## src/rtl/pic_pkg.sv

```systemverilog
// rtl/pic_pkg.sv - shared constants for the 8259 host bus master
package pic_pkg;

    localparam int CNT_W = 4;

    localparam logic STROBE_ACTIVE = 1'b0;
    localparam logic STROBE_IDLE   = 1'b1;

    typedef logic [2:0] state_t;

    localparam state_t ST_IDLE     = 3'd0;
    localparam state_t ST_SETUP    = 3'd1;
    localparam state_t ST_STROBE   = 3'd2;
    localparam state_t ST_HOLD     = 3'd3;
    localparam state_t ST_INTA1    = 3'd4;
    localparam state_t ST_INTA_GAP = 3'd5;
    localparam state_t ST_INTA2    = 3'd6;
    localparam state_t ST_RECOVER  = 3'd7;

endpackage

```

## src/rtl/pic_host_bus_master_if.sv

```systemverilog
// rtl/pic_host_bus_master_if.sv - host command stream plus 8259 bus signals
interface pic_host_bus_master_if;

    logic       cmd_valid;
    logic       cmd_ready;
    logic       cmd_write;
    logic       cmd_a0;
    logic [7:0] cmd_wdata;
    logic       rsp_valid;
    logic [7:0] rsp_rdata;
    logic       int_en;
    logic       int_in;
    logic       vec_valid;
    logic [7:0] vec_data;
    logic       cs_n;
    logic       wr_n;
    logic       rd_n;
    logic       inta_n;
    logic       a0;
    logic [7:0] d_out;
    logic       d_oe;
    logic [7:0] d_in;

    modport master (
        input  cmd_valid, cmd_write, cmd_a0, cmd_wdata, int_en, int_in, d_in,
        output cmd_ready, rsp_valid, rsp_rdata, vec_valid, vec_data,
        output cs_n, wr_n, rd_n, inta_n, a0, d_out, d_oe
    );

    modport slave (
        output cmd_valid, cmd_write, cmd_a0, cmd_wdata, int_en, int_in, d_in,
        input  cmd_ready, rsp_valid, rsp_rdata, vec_valid, vec_data,
        input  cs_n, wr_n, rd_n, inta_n, a0, d_out, d_oe
    );

endinterface

```

## src/rtl/pic_sync2.sv

```systemverilog
// rtl/pic_sync2.sv - two-flop synchroniser for asynchronous PIC inputs
module pic_sync2 (
    input  logic clk,
    input  logic rst,
    input  logic i_d,
    output logic o_q
);

    logic r_meta;
    logic r_sync;

    always_ff @(posedge clk or posedge rst) begin
        if (rst) begin
            r_meta <= 1'b0;
            r_sync <= 1'b0;
        end else begin
            r_meta <= i_d;
            r_sync <= r_meta;
        end
    end

    assign o_q = r_sync;

endmodule

```

## src/rtl/pic_host_bus_master.sv

```systemverilog
// rtl/pic_host_bus_master.sv - turns host commands and INT into timed 8259 bus cycles
module pic_host_bus_master
    import pic_pkg::*;
#(
    parameter int PULSE_CYCLES   = 2,
    parameter int GAP_CYCLES     = 2,
    parameter int RECOVER_CYCLES = 1
) (
    input logic                  clk,
    input logic                  rst,
    pic_host_bus_master_if.master bus
);

    localparam logic [CNT_W-1:0] C_PULSE   = CNT_W'(PULSE_CYCLES);
    localparam logic [CNT_W-1:0] C_GAP     = CNT_W'(GAP_CYCLES);
    localparam logic [CNT_W-1:0] C_RECOVER = CNT_W'(RECOVER_CYCLES);
    localparam logic [CNT_W-1:0] C_ONE     = CNT_W'(1);

    state_t           r_state;
    logic [CNT_W-1:0] r_cnt;
    logic             r_write;
    logic             r_armed;
    logic             r_cs_n;
    logic             r_wr_n;
    logic             r_rd_n;
    logic             r_inta_n;
    logic             r_a0;
    logic [7:0]       r_d_out;
    logic             r_d_oe;
    logic             r_rsp_valid;
    logic [7:0]       r_rsp_rdata;
    logic             r_vec_valid;
    logic [7:0]       r_vec_data;

    logic w_int_s;
    logic w_take_int;
    logic w_cnt_done;

    pic_sync2 u_int_sync (
        .clk (clk),
        .rst (rst),
        .i_d (bus.int_in),
        .o_q (w_int_s)
    );

    assign w_take_int = bus.int_en && w_int_s && r_armed;
    assign w_cnt_done = (r_cnt == C_ONE);

    always_ff @(posedge clk or posedge rst) begin
        if (rst) begin
            r_state     <= ST_IDLE;
            r_cnt       <= '0;
            r_write     <= 1'b0;
            r_armed     <= 1'b1;
            r_cs_n      <= STROBE_IDLE;
            r_wr_n      <= STROBE_IDLE;
            r_rd_n      <= STROBE_IDLE;
            r_inta_n    <= STROBE_IDLE;
            r_a0        <= 1'b0;
            r_d_out     <= 8'h00;
            r_d_oe      <= 1'b0;
            r_rsp_valid <= 1'b0;
            r_rsp_rdata <= 8'h00;
            r_vec_valid <= 1'b0;
            r_vec_data  <= 8'h00;
        end else begin
            r_rsp_valid <= 1'b0;
            r_vec_valid <= 1'b0;
            // A low int_s proves the previous INT was withdrawn, so a new one may be taken.
            if (!w_int_s) begin
                r_armed <= 1'b1;
            end
            case (r_state)
                ST_IDLE: begin
                    if (w_take_int) begin
                        r_state  <= ST_INTA1;
                        r_inta_n <= STROBE_ACTIVE;
                        r_cnt    <= C_PULSE;
                    end else if (bus.cmd_valid) begin
                        r_state <= ST_SETUP;
                        r_write <= bus.cmd_write;
                        r_cs_n  <= STROBE_ACTIVE;
                        r_a0    <= bus.cmd_a0;
                        r_d_oe  <= bus.cmd_write;
                        if (bus.cmd_write) begin
                            r_d_out <= bus.cmd_wdata;
                        end
                    end
                end
                ST_SETUP: begin
                    r_state <= ST_STROBE;
                    r_cnt   <= C_PULSE;
                    if (r_write) begin
                        r_wr_n <= STROBE_ACTIVE;
                    end else begin
                        r_rd_n <= STROBE_ACTIVE;
                    end
                end
                ST_STROBE: begin
                    if (w_cnt_done) begin
                        r_state <= ST_HOLD;
                        r_wr_n  <= STROBE_IDLE;
                        r_rd_n  <= STROBE_IDLE;
                        if (!r_write) begin
                            r_rsp_rdata <= bus.d_in;
                            r_rsp_valid <= 1'b1;
                        end
                    end else begin
                        r_cnt <= r_cnt - C_ONE;
                    end
                end
                ST_HOLD: begin
                    r_cs_n  <= STROBE_IDLE;
                    r_d_oe  <= 1'b0;
                    r_cnt   <= C_RECOVER;
                    r_state <= (RECOVER_CYCLES == 0) ? ST_IDLE : ST_RECOVER;
                end
                ST_INTA1: begin
                    if (w_cnt_done) begin
                        r_state  <= ST_INTA_GAP;
                        r_inta_n <= STROBE_IDLE;
                        r_cnt    <= C_GAP;
                    end else begin
                        r_cnt <= r_cnt - C_ONE;
                    end
                end
                ST_INTA_GAP: begin
                    if (w_cnt_done) begin
                        r_state  <= ST_INTA2;
                        r_inta_n <= STROBE_ACTIVE;
                        r_cnt    <= C_PULSE;
                    end else begin
                        r_cnt <= r_cnt - C_ONE;
                    end
                end
                ST_INTA2: begin
                    if (w_cnt_done) begin
                        r_inta_n    <= STROBE_IDLE;
                        r_vec_data  <= bus.d_in;
                        r_vec_valid <= 1'b1;
                        if (w_int_s) begin
                            r_armed <= 1'b0;
                        end
                        r_cnt   <= C_RECOVER;
                        r_state <= (RECOVER_CYCLES == 0) ? ST_IDLE : ST_RECOVER;
                    end else begin
                        r_cnt <= r_cnt - C_ONE;
                    end
                end
                ST_RECOVER: begin
                    if (w_cnt_done) begin
                        r_state <= ST_IDLE;
                    end else begin
                        r_cnt <= r_cnt - C_ONE;
                    end
                end
                default: r_state <= ST_IDLE;
            endcase
        end
    end

    assign bus.cmd_ready = (r_state == ST_IDLE) && !w_take_int;
    assign bus.rsp_valid = r_rsp_valid;
    assign bus.rsp_rdata = r_rsp_rdata;
    assign bus.vec_valid = r_vec_valid;
    assign bus.vec_data  = r_vec_data;
    assign bus.cs_n      = r_cs_n;
    assign bus.wr_n      = r_wr_n;
    assign bus.rd_n      = r_rd_n;
    assign bus.inta_n    = r_inta_n;
    assign bus.a0        = r_a0;
    assign bus.d_out     = r_d_out;
    assign bus.d_oe      = r_d_oe;

endmodule

```

## src/flat_wrapper.sv

```systemverilog
// flat-port wrapper written by rule: the top's interface ports become plain ports
module pic_host_bus_master_flat import pic_pkg::*;
#(
    parameter int PULSE_CYCLES   = 2,
    parameter int GAP_CYCLES     = 2,
    parameter int RECOVER_CYCLES = 1
)
  (clk, rst, bus_cmd_valid, bus_cmd_write, bus_cmd_a0, bus_cmd_wdata, bus_int_en, bus_int_in, bus_d_in, bus_cmd_ready, bus_rsp_valid, bus_rsp_rdata, bus_vec_valid, bus_vec_data, bus_cs_n, bus_wr_n, bus_rd_n, bus_inta_n, bus_a0, bus_d_out, bus_d_oe);
  pic_host_bus_master_if bus_i ();
  input logic clk;
  input logic rst;
  input wire logic [$bits(bus_i.cmd_valid)-1:0] bus_cmd_valid;
  input wire logic [$bits(bus_i.cmd_write)-1:0] bus_cmd_write;
  input wire logic [$bits(bus_i.cmd_a0)-1:0] bus_cmd_a0;
  input wire logic [$bits(bus_i.cmd_wdata)-1:0] bus_cmd_wdata;
  input wire logic [$bits(bus_i.int_en)-1:0] bus_int_en;
  input wire logic [$bits(bus_i.int_in)-1:0] bus_int_in;
  input wire logic [$bits(bus_i.d_in)-1:0] bus_d_in;
  output wire logic [$bits(bus_i.cmd_ready)-1:0] bus_cmd_ready;
  output wire logic [$bits(bus_i.rsp_valid)-1:0] bus_rsp_valid;
  output wire logic [$bits(bus_i.rsp_rdata)-1:0] bus_rsp_rdata;
  output wire logic [$bits(bus_i.vec_valid)-1:0] bus_vec_valid;
  output wire logic [$bits(bus_i.vec_data)-1:0] bus_vec_data;
  output wire logic [$bits(bus_i.cs_n)-1:0] bus_cs_n;
  output wire logic [$bits(bus_i.wr_n)-1:0] bus_wr_n;
  output wire logic [$bits(bus_i.rd_n)-1:0] bus_rd_n;
  output wire logic [$bits(bus_i.inta_n)-1:0] bus_inta_n;
  output wire logic [$bits(bus_i.a0)-1:0] bus_a0;
  output wire logic [$bits(bus_i.d_out)-1:0] bus_d_out;
  output wire logic [$bits(bus_i.d_oe)-1:0] bus_d_oe;
  assign bus_i.cmd_valid = bus_cmd_valid;
  assign bus_i.cmd_write = bus_cmd_write;
  assign bus_i.cmd_a0 = bus_cmd_a0;
  assign bus_i.cmd_wdata = bus_cmd_wdata;
  assign bus_i.int_en = bus_int_en;
  assign bus_i.int_in = bus_int_in;
  assign bus_i.d_in = bus_d_in;
  assign bus_cmd_ready = bus_i.cmd_ready;
  assign bus_rsp_valid = bus_i.rsp_valid;
  assign bus_rsp_rdata = bus_i.rsp_rdata;
  assign bus_vec_valid = bus_i.vec_valid;
  assign bus_vec_data = bus_i.vec_data;
  assign bus_cs_n = bus_i.cs_n;
  assign bus_wr_n = bus_i.wr_n;
  assign bus_rd_n = bus_i.rd_n;
  assign bus_inta_n = bus_i.inta_n;
  assign bus_a0 = bus_i.a0;
  assign bus_d_out = bus_i.d_out;
  assign bus_d_oe = bus_i.d_oe;
  pic_host_bus_master #(.PULSE_CYCLES(PULSE_CYCLES), .GAP_CYCLES(GAP_CYCLES), .RECOVER_CYCLES(RECOVER_CYCLES)) u_core (.clk(clk), .rst(rst), .bus(bus_i));
endmodule
```

## config.mk

```make
export PLATFORM = sky130hd
export DESIGN_NAME = pic_host_bus_master_flat
export DESIGN_NICKNAME = d
export VERILOG_FILES = /design/src/rtl/pic_pkg.sv /design/src/rtl/pic_host_bus_master_if.sv /design/src/rtl/pic_sync2.sv /design/src/rtl/pic_host_bus_master.sv /design/src/flat_wrapper.sv
export SDC_FILE = /design/constraint.sdc
export NUM_CORES = 1
export LEC_CHECK = 0
export CAP_MARGIN = 20
export CORE_MARGIN = 4
export CORE_UTILIZATION = 35
export CTS_CLUSTER_SIZE = 25
export DETAILED_ROUTE_END_ITERATION = 8
export PLACE_DENSITY = 0.73
export SYNTH_ARGS = -nofsm -noshare
export SYNTH_HDL_FRONTEND = slang
export SYNTH_SLANG_ARGS = --single-unit
```

## constraint.sdc

```tcl
create_clock -name clk -period 1.7 [get_ports clk]
set_clock_uncertainty 0.05 [all_clocks]
set_input_delay 0.255 -clock clk [delete_from_list [all_inputs] [get_ports clk]]
set_output_delay 0.255 -clock clk [all_outputs]
set_load 0.01 [all_outputs]
```

; ---- After elaboration in Yosys (flattened, before gate mapping)
; Index checks and enable logic that the tools add are counted.
[op_classes]
n_addsub = 1
mul = 0
n_div = 0
n_lt_le_gt_ge = 0
eq_ne = 21
shift = 0
muxes = 36
n_bitwise = 2
n_reduce_logical = 21
[op_table]
columns = cell, count
row1 = case mux 3 bit (8 select lines), 1
row2 = case mux 4 bit (6 select lines), 1
row3 = two-way mux 3 bit, 7
row4 = two-way mux 1 bit, 18
row5 = two-way mux 4 bit, 4
row6 = "inequality test 2 x 1 -> 1 bit, second input constant", 8
row7 = AND reduction 3 bit, 5
row8 = "== test 3 bit, second input constant", 4
row9 = "inequality test 2 bit, second input constant", 4
row10 = case mux 1 bit (2 select lines), 4
row11 = AND reduction 4 bit, 2
row12 = "== test 3 x 2 -> 1 bit, second input constant", 2
row13 = AND reduction 6 bit, 1
row14 = OR reduction 2 bit, 3
row15 = "== test 4 x 1 -> 1 bit, second input constant", 1
row16 = AND reduction 2 bit, 2
row17 = nonzero test 2 bit, 2
row18 = "subtractor 4 x 1 -> 4 bit, second input constant", 1
row19 = "== test 3 x 1 -> 1 bit, second input constant", 1
row20 = logical AND 1 bit, 3
row21 = logical NOT 3 bit, 1
row22 = "inequality test 3 x 2 -> 1 bit, second input constant", 1
row23 = case mux 1 bit (3 select lines), 1
row24 = nonzero test 3 bit, 1
row25 = 2 further kinds, 3
[word_totals]
register_bits = 43
latchBits = 0
mem_bits_rw = 0
romBits = 0
input_bits = 23
output_inout_bits = 33
elab_cells = 98
n_memories = 0

; ---- Depth between registers and ports, before layout
; Gate-level depths: netlist of run 1.
[depth]
word_depth = 4
depth_mapped = 7
ltp_nobuf = 6

; ---- Modules after synthesis
; A second synthesis of run 1 with hierarchy kept.
[hier_totals]
cells_unflattened = 151
area_unflattened_um2 = 1870.5
[by_module_without_submodules]
columns = mod, instances, cells_per_inst, area_per_inst_um2, seq_area_each_um2
row1 = pic_host_bus_master, 1, 148, 1816.7, 1032.2
row2 = pic_sync2, 1, 3, 53.8, 50.0

; ---- Least setup slack after synthesis of run 1
; Ideal clock, no wire load.
[synth_timing]
path_type = register -> register
from = reg u_core.r_cnt[1]
to = reg u_core.r_vec_data[0], in the netlist u_core.bus.vec_data[0]
setup_ns = 0.125
arrival_time_ns = 1.532
required_time_ns = 1.525
setup_slack_ns = -0.007
path_stages_with_launch = 7
path_buffers = 1
period_less_slack_ns = 1.707
cell_sequence = dfrtp_1 > inv_1 > ha_1 > nand4bb_4 > or3_1 > buf_2 > mux2_2
[synth_between]
elab_chain_cells = 2
[synth_rtl]
columns = item, line_no
row1 = start: declaration, pic_host_bus_master.sv:20  ; logic [CNT_W-1:0] r_cnt;
row2 = start signal: assignment, pic_host_bus_master.sv:109  ; r_cnt <= r_cnt - C_ONE;
row3 = start signal: assignment, pic_host_bus_master.sv:124  ; r_cnt <= r_cnt - C_ONE;
row4 = start signal: assignment, pic_host_bus_master.sv:133  ; r_cnt <= r_cnt - C_ONE;
row5 = == test 4 x 1 -> 1 bit, pic_host_bus_master.sv:47  ; assign w_cnt_done = (r_cnt == C_ONE);
row6 = AND reduction 2 bit (no source line), -
row7 = end signal: assignment, pic_host_bus_master.sv:139  ; r_vec_data <= bus.d_in;
row8 = end: declaration, pic_host_bus_master.sv:33  ; logic [7:0] r_vec_data;
; No other way between the ends.
; A chain may end at the register's enable or synchronous reset.

; ---- Worst setup path in the final report of run 1
[layout_timing]
from = reg u_core.r_state[2]
to = reg u_core.r_d_out[3], in the netlist u_core.bus.d_out[3]
[layout_between]
elab_chain_cells = 2
[layout_rtl]
columns = item, line_no
row1 = start: declaration, pic_host_bus_master.sv:19  ; state_t r_state;
row2 = start signal: assignment, pic_host_bus_master.sv:116  ; r_state <= (RECOVER_CYCLES == 0) ? ST_IDLE : ST_RECOVER;
row3 = start signal: assignment, pic_host_bus_master.sv:145  ; r_state <= (RECOVER_CYCLES == 0) ? ST_IDLE : ST_RECOVER;
row4 = logical NOT 3 bit, pic_host_bus_master.sv:73  ; case (r_state)
row5 = AND reduction 4 bit (no source line), -
row6 = end signal: assignment, pic_host_bus_master.sv:86  ; r_d_out <= bus.cmd_wdata;
row7 = end: declaration, pic_host_bus_master.sv:28  ; logic [7:0] r_d_out;
; No other way between the ends.

==> impl_results.rst, run 1 <==
.. list-table::
   :header-rows: 1

   * - Metric
     - Value
   * - Outcome
     - finished, violations left
   * - Violations in the final reports
     - negative setup slack
   * - Final Wtd Congestion
     - 0.874
   * - Final Cycle Share
     - 102%
   * - Reg2Reg Launch Point
     - u_core.r_state[2]
   * - Peak ir drop on the vdd network
     - 0.827 mV
   * - Pre-CTS WS
     - -0.281 ns
   * - First-iteration detailed-routing DRC count
     - 63
   * - Number of fill cells
     - 448
   * - Register area
     - 1080 sq um
   * - TritonCTS Buffers
     - 5
   * - Antenna viol nets, final
     - 0
   * - Data required time at the worst endpoint
     - 1.83 ns
   * - Fraction of layout instances using a drive strength above 1
     - 36.3%
   * - Post-synthesis cell count
     - 151
   * - Maximum number of pins on one net before global-route repair
     - 44
   * - Max Freq
     - 574 MHz
   * - Reported max-cap violation count
     - 0
   * - Leakage dissipation
     - 0.00139 uW
   * - Share of the yosys chip area belonging to registers
     - 56.9%
   * - Largest family of logic cells by synthesized area
     - multiplexers
   * - Unrepaired setup endpoints after global routing
     - true
   * - Floorplan die height
     - 81.7 microns
   * - Worst min path class
     - in -> async
   * - Final std cell area, no fill
     - 3010 sq um
   * - Net count after synthesis
     - 176
   * - Insertion delay to the later sink of the worst-skew pair
     - 0.29 ns
   * - Total power
     - 4810 uW
   * - Share of synthesized area spent on multiplexers
     - 16.4%
   * - Shortest clock period the worst path allows after layout
     - 1.74 ns
   * - Die outline width
     - 81.7 microns
   * - Wire length of the first global-routing pass
     - 7.36 mm
   * - Depth of the worst register-to-register path
     - 6
   * - Synth Area in Simple Gates
     - 13.6%
   * - Clock buffer depth
     - 2
   * - DRC Markers
     - 0
   * - Placement row count
     - 26
   * - Crit Path Max Fanout
     - 5
   * - Post-synthesis to final-layout area growth
     - 58.4%
   * - Post-Route Setup TNS
     - -0.319 ns
   * - Inserted Diodes
     - 0
   * - Total routing usage reported by global routing
     - 14.4%
   * - Ys Warns
     - 0
   * - Number of nets in the layout
     - 264
   * - Register bit total from synthesis
     - 43
   * - Final Hold Viols
     - 0
   * - Die Footprint
     - 6680 sq um
   * - Clock slew at the register clock pins of the worst setup and hold paths
     - 0.08 ns
   * - Transition time of the tightest slew-check pin
     - 0.304 ns
   * - Combined area of the multi-input logic cells
     - 842 sq um
   * - Compound-gate portion of the synthesized area
     - 8.35%
   * - Worst Path Arrival
     - 1.88 ns
   * - Area post-placement
     - 2700 sq um
   * - Via total after detailed routing
     - 1491
   * - Post-DP HPWL
     - 3.12 mm
   * - CTS tree
     - done
   * - Critical path launch point
     - u_core.r_state[2]
   * - Total gr overflow
     - 0
   * - Synthesized area
     - 1900 sq um
   * - First-pass iteration count of the detailed router
     - 4
   * - Antenna violations before repair
     - 0
   * - Floorplan core area
     - 5200 sq um
   * - IO buf count
     - 55
   * - I/O pin count
     - 56
   * - Minimum setup slack in the final design
     - -0.0423 ns
   * - WL per Instance
     - 14.9 microns
   * - Kind of end point of the critical path
     - flop
   * - Number of pins exceeding their max-slew limit in the final report
     - 0
   * - Detailed Route WL
     - 4.62 mm
   * - Post-synthesis average cell area
     - 12.6 sq um
   * - H-tree levels
     - 2
   * - Type of the worst setup path
     - reg -> reg
   * - Pwr Density
     - 1600 nW/um^2
   * - Post-DR vias/cell
     - 4.81
   * - XOR/XNOR share of the synthesized area
     - 0.460%
   * - Root buffer cell
     - sky130_fd_sc_hd__clkbuf_8
   * - Number of global-route vias before repair
     - 1566
   * - Final cell utilization of the core
     - 57.9%
   * - Sinks on the clock net
     - 43
   * - Initial standard-cell utilization of the core
     - 36.6%
   * - Number of setup violations in the final report
     - 13
   * - Crit path launch type
     - flop
   * - Max-slew headroom at the worst pin
     - 79.7%
   * - Post-synthesis adder-cell area fraction
     - 1.31%
   * - CTS Hold Buffers Added
     - 0
   * - Number of library cell types mapped by synthesis
     - 34
worst max-delay path, cell delays in order (launching register included):
cell and delay [ns]:
sky130_fd_sc_hd__dfrtp_1 0.41, sky130_fd_sc_hd__nor2_4 0.14, sky130_fd_sc_hd__buf_6 0.12, sky130_fd_sc_hd__nand3_4 0.07
sky130_fd_sc_hd__or3b_4 0.40, sky130_fd_sc_hd__buf_8 0.15, sky130_fd_sc_hd__mux2_4 0.29
final cells by class:
type,count,share of cell area [%]
sequential,43,36.0
tap,70,2.91
clock buffer,6,2.74
timing repair buffer,87,28.4
multi-input combinational,95,27.9
inverter,7,0.872
clock inverter,2,1.16
layer usage:
layer  vias up  GRT usage [%]  wire, microns
met5         -              0              0
met4         0           4.65             65
met3         8           4.61            271
met1       729           18.1           1980
li1        706              -              -
met2        48           23.4           2300
placed cells by master (no fill, tap or decap), types with 2 or more instances in the layout:
cell type                         synthesis  layout
sky130_fd_sc_hd__o21ai_0                 11      11
sky130_fd_sc_hd__inv_1                    7       5
sky130_fd_sc_hd__dfrtp_1                 38      36
sky130_fd_sc_hd__buf_12                   0       3
sky130_fd_sc_hd__nor2b_1                  2       2
sky130_fd_sc_hd__nand2_1                  8       7
sky130_fd_sc_hd__clkdlybuf4s50_1          0      50
sky130_fd_sc_hd__clkbuf_8                 0       6
sky130_fd_sc_hd__buf_6                    1       4
sky130_fd_sc_hd__buf_4                    0      24
sky130_fd_sc_hd__dfstp_2                  5       5
sky130_fd_sc_hd__mux2_4                   8      16
sky130_fd_sc_hd__nand3_1                  6       4
sky130_fd_sc_hd__nor2_1                   8       7
sky130_fd_sc_hd__nor3_1                   5       5
sky130_fd_sc_hd__a21oi_1                  8       8
sky130_fd_sc_hd__mux2_2                  17       9
sky130_fd_sc_hd__a211oi_1                 2       2
sky130_fd_sc_hd__a22o_1                   2       2
sky130_fd_sc_hd__dlymetal6s2s_1           0       4
sky130_fd_sc_hd__dfrtp_2                  0       2
sky130_fd_sc_hd__nand3_4                  1       2
stage by stage:
step           instances  hold slack (ns)
6_report             310            0.240
5_1_grt              310            0.275
4_1_cts              307            0.250
3_5_place_dp         291            0.291
3_3_place_gp         291            0.284
2_1_floorplan        151            0.236
report_power, final:
group          internal [uW]  switching (uW)  total [uW]  leakage, uW
clock                    475             345         820    0.0000612
sequential              1420             286        1710     0.000531
combinational           1350             929        2280     0.000796
synth_stat cells:
library cell | number | area [sq um]
sky130_fd_sc_hd__a211oi_1 | 2 | 15.0
sky130_fd_sc_hd__a21o_1 | 1 | 7.51
sky130_fd_sc_hd__a21oi_1 | 8 | 40.0
sky130_fd_sc_hd__a22o_1 | 2 | 17.5
sky130_fd_sc_hd__a31oi_1 | 1 | 6.26
sky130_fd_sc_hd__a32o_1 | 1 | 10.0
sky130_fd_sc_hd__and3_1 | 1 | 6.26
sky130_fd_sc_hd__buf_2 | 1 | 5.00
sky130_fd_sc_hd__buf_6 | 1 | 11.3
sky130_fd_sc_hd__clkbuf_1 | 4 | 15.0
sky130_fd_sc_hd__dfrtp_1 | 38 | 951
sky130_fd_sc_hd__dfstp_2 | 5 | 131
sky130_fd_sc_hd__ha_1 | 2 | 25.0
sky130_fd_sc_hd__inv_1 | 7 | 26.3
sky130_fd_sc_hd__mux2_2 | 17 | 191
sky130_fd_sc_hd__mux2_4 | 8 | 120
sky130_fd_sc_hd__nand2_1 | 8 | 30.0
sky130_fd_sc_hd__nand3_1 | 6 | 30.0
sky130_fd_sc_hd__nand3_4 | 1 | 17.5
sky130_fd_sc_hd__nand3b_1 | 1 | 7.51
sky130_fd_sc_hd__nand4bb_4 | 1 | 27.5
sky130_fd_sc_hd__nor2_1 | 8 | 30.0
sky130_fd_sc_hd__nor2_4 | 1 | 11.3
sky130_fd_sc_hd__nor2b_1 | 2 | 12.5
sky130_fd_sc_hd__nor3_1 | 5 | 25.0
sky130_fd_sc_hd__nor3b_2 | 1 | 12.5
sky130_fd_sc_hd__nor4_1 | 1 | 6.26
sky130_fd_sc_hd__nor4_4 | 1 | 21.3
sky130_fd_sc_hd__o21ai_0 | 11 | 55.1
sky130_fd_sc_hd__o31ai_1 | 1 | 7.51
sky130_fd_sc_hd__or2_2 | 1 | 6.26
sky130_fd_sc_hd__or3_1 | 1 | 6.26
sky130_fd_sc_hd__or3b_1 | 1 | 8.76
sky130_fd_sc_hd__xor2_1 | 1 | 8.76
registers in the layout (all words and copies together) (netlist names), 3 cells and up:
signal,count
u_core.bus.d_out,8
u_core.r_cnt,4
u_core.bus.rsp_rdata,8
u_core.bus.vec_data,8
u_core.r_state,3
path summary, 6_finish.rpt:
path	end	slack, ns
setup / recovery	u_core.bus.d_out[3]	-0.04
hold / removal	u_core.bus.vec_data[1]	0.24
setup reg to reg	u_core.bus.d_out[3]	-0.04
hold reg to reg	u_core.u_int_sync.o_q	0.30
max in group asynchronous	u_core.bus.wr_n	1.10
min in group clk	u_core.u_int_sync.o_q	0.30
kinds of logic after synthesis:
family                   count (synthesis)
flip-flops                              43
buffers and inverters                   13
AND/OR/NAND/NOR                         40
adder cells (fa/ha/maj)                  2
multiplexers                            25
AO/OA/AOI/OAI                           27
XOR/XNOR                                 1
repair_timing:
action / in CTS / in global routing
pin swaps: 1 / 0
setup endpoints to repair: 25 / 28
gates cloned: 2 / 0
buffers inserted: 6 / 3
resized for setup: 16 / 18
Power figures use the tool's default switching activity.
==> run 2, diff against run 1 <==
--- a/config.mk
+++ b/config.mk
@@ -10,6 +10,8 @@
 export CORE_UTILIZATION = 35
 export CTS_CLUSTER_SIZE = 25
 export DETAILED_ROUTE_END_ITERATION = 8
+export GPL_ROUTABILITY_DRIVEN = 0
+export MAX_ROUTING_LAYER = met4
 export PLACE_DENSITY = 0.73
 export SYNTH_ARGS = -nofsm -noshare
 export SYNTH_HDL_FRONTEND = slang
==> impl_results.rst, run 2 (same netlist as run 1, synthesis figures left out) <==
.. list-table::
   :header-rows: 1

   * - Metric
     - Value
   * - Outcome
     - finished, violations left (unchanged)
   * - Violations in the final reports
     - negative setup slack (unchanged)
   * - Critical path, cell by cell
     - nor2_4 > buf_6 > nand3_4 > or3b_4 > buf_8 > mux2_4 (unchanged)
   * - Type of the worst setup path
     - reg -> reg (unchanged)
   * - Clock slew at the register clock pins of the worst setup and hold paths
     - 0.08 ns (about the same)
   * - Insertion delay to the later sink of the worst-skew pair
     - 0.29 ns (about the same)
   * - Worst Path Arrival
     - 1.87 ns (was 1.88 ns)
   * - Number of setup violations in the final report
     - 13 (unchanged)
   * - Kind of end point of the critical path
     - flop (unchanged)
   * - Clk pwr share
     - 16.9% (was 17.1%)
   * - Register area
     - 1080 sq um (unchanged)
   * - H-tree levels
     - 2 (unchanged)
   * - Post-synthesis to final-layout area growth
     - 58.4% (unchanged)
   * - Number of fill cells
     - 448 (unchanged)
   * - Initial standard-cell utilization of the core
     - 36.6% (unchanged)
   * - Transition time of the tightest slew-check pin
     - 0.286 ns (was 0.304 ns)
   * - Leakage dissipation
     - 0.00139 uW (unchanged)
   * - Combinational group share of total power
     - 47.6% (was 47.5%)
   * - Fraction of power consumed by sequential logic
     - 35.6% (was 35.5%)
   * - Pwr Density
     - 1590 nW/um^2 (was 1600 nW/um^2)
   * - Max Freq
     - 575 MHz (was 574 MHz)
   * - Fraction of layout instances using a drive strength above 1
     - 36.3% (unchanged)
   * - Critical path's slowest cell
     - sky130_fd_sc_hd__dfrtp_1 (unchanged)
   * - DRC Markers
     - 0 (unchanged)
   * - Antenna violations before repair
     - 0 (unchanged)
   * - Worst min path class
     - in -> async (unchanged)
   * - Maximum number of pins on one net before global-route repair
     - 44 (unchanged)
   * - Clock buffer depth
     - 2 (unchanged)
   * - Shortest clock period the worst path allows after layout
     - 1.74 ns (about the same)
   * - Placement row count
     - 26 (unchanged)
   * - Crit Path Max Fanout
     - 5 (unchanged)
   * - First-pass iteration count of the detailed router
     - 4 (unchanged)
   * - Antenna viol nets, final
     - 0 (unchanged)
   * - CTS tree
     - done (unchanged)
   * - IO buf count
     - 55 (unchanged)
   * - WL per Instance
     - 14.8 microns (was 14.9 microns)
   * - Via total after detailed routing
     - 1517 (was 1491)
   * - Post-DP HPWL
     - 3.12 mm (unchanged)
   * - Most frequent standard cell in the layout excluding fill and tap cells
     - sky130_fd_sc_hd__clkdlybuf4s50_1 (unchanged)
   * - GR Layer Usage met2
     - 23.6% (was 23.4%)
   * - Global routing's busiest layer
     - met2 (unchanged)
   * - I/O pin count
     - 56 (unchanged)
   * - TritonCTS Buffers
     - 5 (unchanged)
   * - Pre-CTS WS
     - -0.281 ns (unchanged)
   * - Reported max-cap violation count
     - 0 (unchanged)
   * - Final Hold Viols
     - 0 (unchanged)
   * - Post-Route Setup TNS
     - -0.289 ns (was -0.319 ns)
   * - Die Footprint
     - 6680 sq um (unchanged)
   * - Total gr overflow
     - 0 (unchanged)
   * - First-iteration detailed-routing DRC count
     - 74 (was 63)
   * - Unrepaired setup endpoints after global routing
     - true (unchanged)
   * - Sinks on the clock net
     - 43 (unchanged)
   * - Data required time at the worst endpoint
     - 1.83 ns (about the same)
   * - Number of pins exceeding their max-slew limit in the final report
     - 0 (unchanged)
   * - Number of nets in the layout
     - 264 (unchanged)
   * - Combined area of the multi-input logic cells
     - 842 sq um (unchanged)
   * - Critical path buffers and inverters
     - 2 (unchanged)
   * - Minimum setup slack in the final design
     - -0.0397 ns (was -0.0423 ns)
   * - Wire length of the first global-routing pass
     - 7.35 mm (was 7.36 mm)
   * - Detailed Route WL
     - 4.59 mm (was 4.62 mm)
   * - Slowest stage delay, CP
     - 0.41 ns (about the same)
   * - Internal Power
     - 3250 uW (about the same)
   * - Floorplan die height
     - 81.7 microns (unchanged)
   * - Top library cells by usage in the layout, fill and taps aside
     - sky130_fd_sc_hd__clkdlybuf4s50_1, sky130_fd_sc_hd__dfrtp_1, sky130_fd_sc_hd__buf_4 (unchanged)
   * - Met3 capacity usage during global routing
     - 3.18% (was 4.61%)
   * - Crit path launch type
     - flop (unchanged)
   * - Die outline width
     - 81.7 microns (unchanged)
   * - Top cell family by delay on the critical path
     - simple AND/OR/NAND/NOR gates (unchanged)
   * - Number of global-route vias before repair
     - 1582 (was 1566)
   * - Floorplan core area
     - 5200 sq um (unchanged)
   * - Root buffer cell
     - sky130_fd_sc_hd__clkbuf_8 (unchanged)
   * - Switching Power
     - 1550 uW (was 1560 uW)
   * - Inserted Diodes
     - 0 (unchanged)
   * - Max-slew headroom at the worst pin
     - 80.8% (was 79.7%)
   * - GR Util met1
     - 18.8% (was 18.1%)
   * - Peak ir drop on the vdd network
     - 0.825 mV (was 0.827 mV)
   * - Final cell utilization of the core
     - 57.9% (unchanged)
   * - Final Cycle Share
     - 102% (about the same)
   * - Post-DR vias/cell
     - 4.89 (was 4.81)
   * - Total routing usage reported by global routing
     - 14.8% (was 14.4%)
   * - Switching share of total power
     - 32.3% (was 32.4%)
==> run 2: cell counts in the layout (fill, tap and decap cells not counted) <==
Identical to the previous run, type by type.
==> run 2: layout make-up <==
type / instances / share of cell area [%]
inverter: 7 / 0.872
sequential: 43 / 36.0
clock buffer: 6 / 2.74
tap: 70 / 2.91
multi-input combinational: 95 / 27.9
clock inverter: 2 / 1.16
timing repair buffer: 87 / 28.4
==> run 2: power groups by stage <==
stage / clock, uW / sequential (uW) / combinational [uW]
4_1_cts: 826 / 1700 / 2210
6_report: 809 / 1710 / 2280
2_1_floorplan: 0 / 1830 / 956
3_3_place_gp: 0 / 1690 / 2050
3_5_place_dp: 0 / 1700 / 2100
5_1_grt: 869 / 1760 / 2460
==> run 2: tightest hold or removal path, stage by stage <==
cell,delay (ns)
sky130_fd_sc_hd__clkdlybuf4s50_1,0.40
sky130_fd_sc_hd__clkinv_1,0.07
sky130_fd_sc_hd__buf_12,0.23
==> run 2: what timing repair did <==
item                                    in CTS  in global routing
hold buffers                                 0                  0
pin swaps                                    1                  0
hold endpoints to repair                     0                  0
gates resized for setup                     16                 18
buffers inserted                             6                  3
endpoints found under the setup margin      25                 28
gates cloned                                 2                  0
==> run 2: final timing paths <==
| kind | startpoint | to | slack (ns) | cells after the start |
|---|---|---|---|---|
| worst max register to register | u_core.r_state[2] | u_core.bus.d_out[3] | -0.04 | 6 |
| min in group clk | u_core.u_int_sync.r_meta | u_core.u_int_sync.o_q | 0.30 | 0 |
| max in group asynchronous | rst | u_core.bus.wr_n | 1.09 | 3 |
| worst max-delay path | u_core.r_state[2] | u_core.bus.d_out[3] | -0.04 | 6 |
| worst min register to register | u_core.u_int_sync.r_meta | u_core.u_int_sync.o_q | 0.30 | 0 |
| worst min-delay path | rst | u_core.bus.rsp_rdata[1] | 0.25 | 3 |
==> run 2: through the flow <==
step                total power (uW)  cell area (sq um)  std cells  hold slack [ns]
floorplan                       2790               1910        151            0.236
global placement                3730               2700        291            0.284
detailed placement              3790               2700        291            0.291
CTS                             4740               2930        307            0.250
global route                    5100               3010        310            0.275
finish                          4800               3010        310            0.248
==> run 2: per-layer routing <==
layer  vias to the layer above  share of wire [%]  wire length (microns)
met3                         8                4.5                    206
met1                       748                 43                   2000
li1                        704                  -                      -
met2                        57                 51                   2340
met5                         -                  0                      0
met4                         0               0.87                     40
